--- config.mk ---
export PLATFORM = sky130hd
export DESIGN_NAME = mem_access_unit
export DESIGN_NICKNAME = d
export VERILOG_FILES = /design/src/rtl/mem_pkg.sv /design/src/rtl/mem_lane_align.sv /design/src/rtl/mem_access_unit.sv
export SDC_FILE = /design/constraint.sdc
export NUM_CORES = 1
export LEC_CHECK = 0
export ABC_AREA = 1
export CORE_UTILIZATION = 50
export DETAILED_ROUTE_END_ITERATION = 6
export GPL_TIMING_DRIVEN = 0
export PLACE_DENSITY = 0.94
export SYNTH_ARGS = -nofsm -noshare
export SYNTH_HDL_FRONTEND = slang
export SYNTH_SLANG_ARGS = --single-unit
export TNS_END_PERCENT = 100
--- constraint.sdc ---
create_clock -name clk -period 3.5 [get_ports clk]
set_clock_uncertainty 0.05 [all_clocks]
set_input_delay 0.35 -clock clk [delete_from_list [all_inputs] [get_ports clk]]
set_output_delay 0.35 -clock clk [all_outputs]
set_load 0.01 [all_outputs]
--- src/rtl/mem_pkg.sv ---
// Shared types and helper predicates for the data-memory access unit.
package mem_pkg;

    typedef enum logic [2:0] {
        LW  = 3'd0,
        LH  = 3'd1,
        LHU = 3'd2,
        LB  = 3'd3,
        LBU = 3'd4,
        SW  = 3'd5,
        SH  = 3'd6,
        SB  = 3'd7
    } mem_op_t;

    typedef enum logic [1:0] {
        IDLE  = 2'd0,
        LOAD  = 2'd1,
        MERGE = 2'd2,
        RESP  = 2'd3
    } mau_state_t;

    function automatic logic is_load(input mem_op_t op);
        return (op == LW) || (op == LH) || (op == LHU) ||
               (op == LB) || (op == LBU);
    endfunction

    function automatic logic is_subword_store(input mem_op_t op);
        return (op == SH) || (op == SB);
    endfunction

    function automatic logic is_misaligned(input mem_op_t op,
                                           input logic [1:0] lo);
        logic word_op;
        logic half_op;
        word_op = (op == LW) || (op == SW);
        half_op = (op == LH) || (op == LHU) || (op == SH);
        return (word_op && (lo != 2'b00)) || (half_op && lo[0]);
    endfunction

endpackage

--- src/rtl/mem_lane_align.sv ---
// Byte/halfword lane handling: load extract+extend, store lane merge.
module mem_lane_align
    import mem_pkg::*;
(
    input  mem_op_t     op,
    input  logic [1:0]  addr,
    input  logic [31:0] word,
    input  logic [31:0] wdata,
    output logic [31:0] ldata,
    output logic [31:0] sdata
);

    logic [7:0]  lb;
    logic [15:0] lh;

    always_comb begin
        lb = 8'h00;
        unique case (addr)
            2'd0: lb = word[7:0];
            2'd1: lb = word[15:8];
            2'd2: lb = word[23:16];
            2'd3: lb = word[31:24];
        endcase
        lh = addr[1] ? word[31:16] : word[15:0];
    end

    always_comb begin
        ldata = 32'h0;
        unique case (op)
            LW:      ldata = word;
            LH:      ldata = {{16{lh[15]}}, lh};
            LHU:     ldata = {16'h0, lh};
            LB:      ldata = {{24{lb[7]}}, lb};
            LBU:     ldata = {24'h0, lb};
            default: ldata = 32'h0;
        endcase
    end

    always_comb begin
        sdata = word;
        unique case (op)
            SW: sdata = wdata;
            SH: begin
                if (addr[1]) sdata[31:16] = wdata[15:0];
                else         sdata[15:0]  = wdata[15:0];
            end
            SB: begin
                unique case (addr)
                    2'd0: sdata[7:0]   = wdata[7:0];
                    2'd1: sdata[15:8]  = wdata[7:0];
                    2'd2: sdata[23:16] = wdata[7:0];
                    2'd3: sdata[31:24] = wdata[7:0];
                endcase
            end
            default: sdata = word;
        endcase
    end

endmodule

--- src/rtl/mem_access_unit.sv ---
// CPU-side load/store initiator for the word-addressed data memory.
// Optional misalignment trapping: define MEM_ALIGN_CHECK_EN.
module mem_access_unit
    import mem_pkg::*;
#(
    parameter int ADDR_W = 12
) (
    input  logic              clk,
    input  logic              rst_n,
    input  logic              req_valid,
    output logic              req_ready,
    input  logic [2:0]        req_op,
    input  logic [ADDR_W-1:0] req_addr,
    input  logic [31:0]       req_wdata,
    output logic              resp_valid,
    input  logic              resp_ready,
    output logic [31:0]       resp_rdata,
    output logic              resp_err,
    output logic [ADDR_W-3:0] dm_addr,
    output logic [31:0]       dm_din,
    output logic              dm_we,
    input  logic [31:0]       dm_dout
);

    mau_state_t        state_q, state_d;
    mem_op_t           op_q;
    mem_op_t           op_in;
    logic [ADDR_W-1:0] addr_q;
    logic [31:0]       wdata_q;
    logic [31:0]       rdata_q;
    logic [31:0]       ldata;
    logic [31:0]       sdata;
    logic              accept;
    logic              misal;

    assign op_in  = mem_op_t'(req_op);
    assign accept = req_valid && (state_q == IDLE);

`ifdef MEM_ALIGN_CHECK_EN
    logic err_q;
    assign misal    = is_misaligned(op_in, req_addr[1:0]);
    assign resp_err = err_q;
`else
    assign misal    = 1'b0;
    assign resp_err = 1'b0;
`endif

    assign resp_rdata = rdata_q;

    mem_lane_align u_align (
        .op    (op_q),
        .addr  (addr_q[1:0]),
        .word  (dm_dout),
        .wdata (wdata_q),
        .ldata (ldata),
        .sdata (sdata)
    );

    always_comb begin
        state_d    = state_q;
        req_ready  = 1'b0;
        resp_valid = 1'b0;
        dm_we      = 1'b0;
        dm_addr    = addr_q[ADDR_W-1:2];
        dm_din     = sdata;
        unique case (state_q)
            IDLE: begin
                req_ready = 1'b1;
                dm_addr   = req_addr[ADDR_W-1:2];
                dm_din    = req_wdata;
                dm_we     = req_valid && (op_in == SW) && !misal;
                if (req_valid) begin
                    if (misal || (op_in == SW)) state_d = RESP;
                    else if (is_load(op_in))    state_d = LOAD;
                    else                        state_d = MERGE;
                end
            end
            LOAD: begin
                state_d = RESP;
            end
            MERGE: begin
                dm_we   = 1'b1;
                state_d = RESP;
            end
            RESP: begin
                resp_valid = 1'b1;
                if (resp_ready) state_d = IDLE;
            end
            default: state_d = IDLE;
        endcase
    end

    always_ff @(posedge clk or negedge rst_n) begin
        if (!rst_n) begin
            state_q <= IDLE;
            op_q    <= LW;
            addr_q  <= '0;
            wdata_q <= '0;
            rdata_q <= '0;
`ifdef MEM_ALIGN_CHECK_EN
            err_q   <= 1'b0;
`endif
        end else begin
            state_q <= state_d;
            if (accept) begin
                op_q    <= op_in;
                addr_q  <= req_addr;
                wdata_q <= req_wdata;
                rdata_q <= '0;
`ifdef MEM_ALIGN_CHECK_EN
                err_q   <= misal;
`endif
            end
            if (state_q == LOAD) rdata_q <= ldata;
        end
    end

endmodule
==> qor.txt <==
status - finished clean
relative slew slack - 56.3%
GPL Wtd Cong - 0.996
Peak VDD IR - 0.634 mV
Die H - 113 um
CTS Sinks - 81
IO Count - 161
clock network fraction of total power - 13.5%
Setup Viol. Count Final - 0
CP Capture Type - output pin
Final Hold Viols - 0
gr usage total - 36.8%
Buffers on Ports - 159
largest net degree at the start of global routing - 68
Syn Nets - 1060
Min Hold Slack - 0.339 ns
post_cts resized - 0
CP peak stage delay - 0.48 ns
Core Area - 12000 um2
Congestion Overflow GR - 0
worst-margin pin slew - 0.656 ns
first-pass GRT wire length - 35.7 mm
Vias/cell - 5.58
RSZ-0062 raised after global routing - false
Max Clock Freq - 0.301 GHz
average cell area after synthesis - 6.30 um2
DR iter-0 viols - 738
total CTS buffers - 9
Seq pwr share - 21.6%
chip width - 113 um
Cells after Synth - 973
PD cells - 952 nW/um2
WP buf/inv - 4
DR DRC count - 0
DIE AREA - 12700 um2
Clock Latency Late Sink - 0.36 ns
leak pwr - 4.20 nW
worst r2r path cells - 7
CP Max Fanout - 14
synthesized area - 6130 um2
hold crit path type - input pin to asynchronous set/reset pin
routed via count - 7228
initial core utilization - 51.3%
CP cell instances - inv_1 > ha_1 > inv_1 > clkbuf_1 > nand2_1 > nor2_1 > nor2_1 > clkdlybuf4s50_1
Sw Pwr - 3.74 mW
Final nets - 1231
area leader, netlist - dfrtp_1
Clock H-tree levels - 3
Routed WL - 22.7 mm
initial antenna violation count - 0
Clock transition at path regs - 0.06 ns
warning count from the yosys run - 0
Antenna Cells - 0
fraction of layout cells with a size suffix above 1 - 9.57%
Yosys top cell area share - 33.1%
Internal - 4.13 mW
fillcell total - 1001
number of flops mapped to enable cells by yosys - 0
root buffer cell - clkbuf_16
Synth Flop Type - dfrtp_1
Async SR Flop Fraction - 100%
Pre-Repair DR Iteration Count - 6
share of total power in combinational logic - 64.9%
row count - 40
CP Depth - 8
CTS tree - done
setup tns final - 0 ns
Tcrit/Tclk final - 95.1%
Yosys reg bits - 81
sequential area share after synthesis - 33.1%
Area Overhead vs Synth - 34.9%
vias in the first global route - 6878
fin util - 69.1%
Worst EP arrival - 2.93 ns
post-detailed-route wirelength per cell - 17.5 um
Top Family by Delay on Critical Path - buffers and inverters
setup bufs post-CTS - 0
clock tree buffer depth - 2
Post-DP Area - 7930 um2
fin crit period - 3.33 ns
critical path launch point type - flop
Worst EP required - 3.10 ns
Crit-path slowest cell - clkdlybuf4s50_1
commonest cells in the netlist - nand2_1 (382), nand3_1 (119), nor2_1 (114)
HPWL Detailed - 17.4 mm
Distinct cells, synth - 28
ANT nets after route - 0
Sw Ratio - 47.5%
most frequent cell after synthesis - nand2_1
Max-Cap Viols - 0
kind of critical path - flop to output pin
final slew viol count - 0
Final Cell Area - 8270 um2
Synth area leaders - dfrtp_1 (33%), nand2_1 (23%), nand3_1 (9.7%), nor2_1 (7.0%), nand4_1 (5.2%)
[layout by cell type (no fill, tap or decap), types with 2 or more instances in the layout]
| master | synthesis | layout |
|---|---|---|
| nand2_1 | 382 | 382 |
| clkdlybuf4s50_1 | 0 | 158 |
| nand3_1 | 119 | 119 |
| nor2_1 | 114 | 114 |
| dfrtp_1 | 81 | 81 |
| inv_1 | 61 | 61 |
| nand4_1 | 51 | 51 |
| buf_2 | 31 | 31 |
| o21ai_0 | 26 | 26 |
| mux2_2 | 24 | 24 |
| clkbuf_1 | 21 | 21 |
| a21oi_1 | 14 | 14 |
| nand3_2 | 10 | 10 |
| clkbuf_16 | 0 | 9 |
| buf_4 | 7 | 8 |
| inv_2 | 5 | 5 |
| nor2_2 | 5 | 5 |
| buf_6 | 4 | 4 |
| ha_1 | 4 | 4 |
| nand2_2 | 3 | 3 |
| buf_1 | 2 | 2 |
| clkbuf_8 | 0 | 2 |
| bufinv_16 | 0 | 2 |
[worst reg2reg max path, cell delays in order, from the launching register on]
cell	delay, ns
dfrtp_1	0.38
inv_1	0.09
ha_1	0.19
clkbuf_1	0.20
a21oi_1	0.57
clkbuf_1	0.38
nand2_1	0.12
nand2_1	0.08
[metal layers]
layer	global-route usage [%]	wire, um	vias up
li1	-	-	3460
met1	46.8	9070	3207
met2	58.8	10300	483
met3	8.78	2280	78
met4	18.5	1000	0
met5	0	0	-
[metrics by stage]
step	total power [mW]	std cells	setup slack, ns
after floorplan	4.59	973	1.48
after detailed placement	6.67	1280	0.549
after CTS	7.77	1297	0.173
after global routing	8.40	1296	0.0576
final	7.87	1296	0.173
after global placement	6.57	1279	-0.783
[cells by family (layout without fill, tap and decap cells)]
kind of cell	after synthesis	after routing	share of synthesized area [%]
and+or+nand+nor	686	686	47.9
buffers and inverters	132	308	9.67
DFF	81	81	33.1
AOI/OAI and AO/OA	45	45	4.04
muxes	24	24	4.41
adders and majority gates	4	4	0.816
other	1	1	0.0612
[path summary, 6_finish.rpt]
path	start	end	slack, ns
max	state_q[0]	dm_din[28]	0.17
max in group asynchronous	rst_n	resp_rdata[12]	2.46
max reg2reg	state_q[1]	resp_rdata[16]	1.38
min reg2reg	resp_rdata[30]	resp_rdata[30]	0.43
min in group clk	resp_rdata[30]	resp_rdata[30]	0.43
min	rst_n	addr_q[11]	0.34
[what timing repair did]
action	CTS	global route
hold buffers	1	0
hold endpoints to repair	14	0
endpoints found under the setup margin	0	5
[registers in the layout, indices dropped and copies added, names as in the netlist]
signal and cells:
resp_rdata 32, wdata_q 32, addr_q 12, op_q 3
state_q 2
[power by group through the flow]
stage	combinational, mW	clock [mW]	sequential (mW)
3_3_place_gp	4.89	0	1.68
5_1_grt	5.56	1.11	1.73
4_1_cts	5.02	1.06	1.69
6_report	5.11	1.06	1.70
2_1_floorplan	2.94	0	1.65
3_5_place_dp	4.97	0	1.69
[layout make-up]
cell class / instances / area, um2 / share of cell area, %
Buffer: 64 / 335 / 4.06
Clock buffer: 12 / 256 / 3.10
Clock inverter: 4 / 73.8 / 0.893
Inverter: 67 / 254 / 3.07
Multi-Input combinational cell: 760 / 3510 / 42.5
Sequential cell: 81 / 2030 / 24.5
Tap cell: 147 / 184 / 2.22
Timing Repair Buffer: 161 / 1630 / 19.7
(Power assumes the default switching activity.)
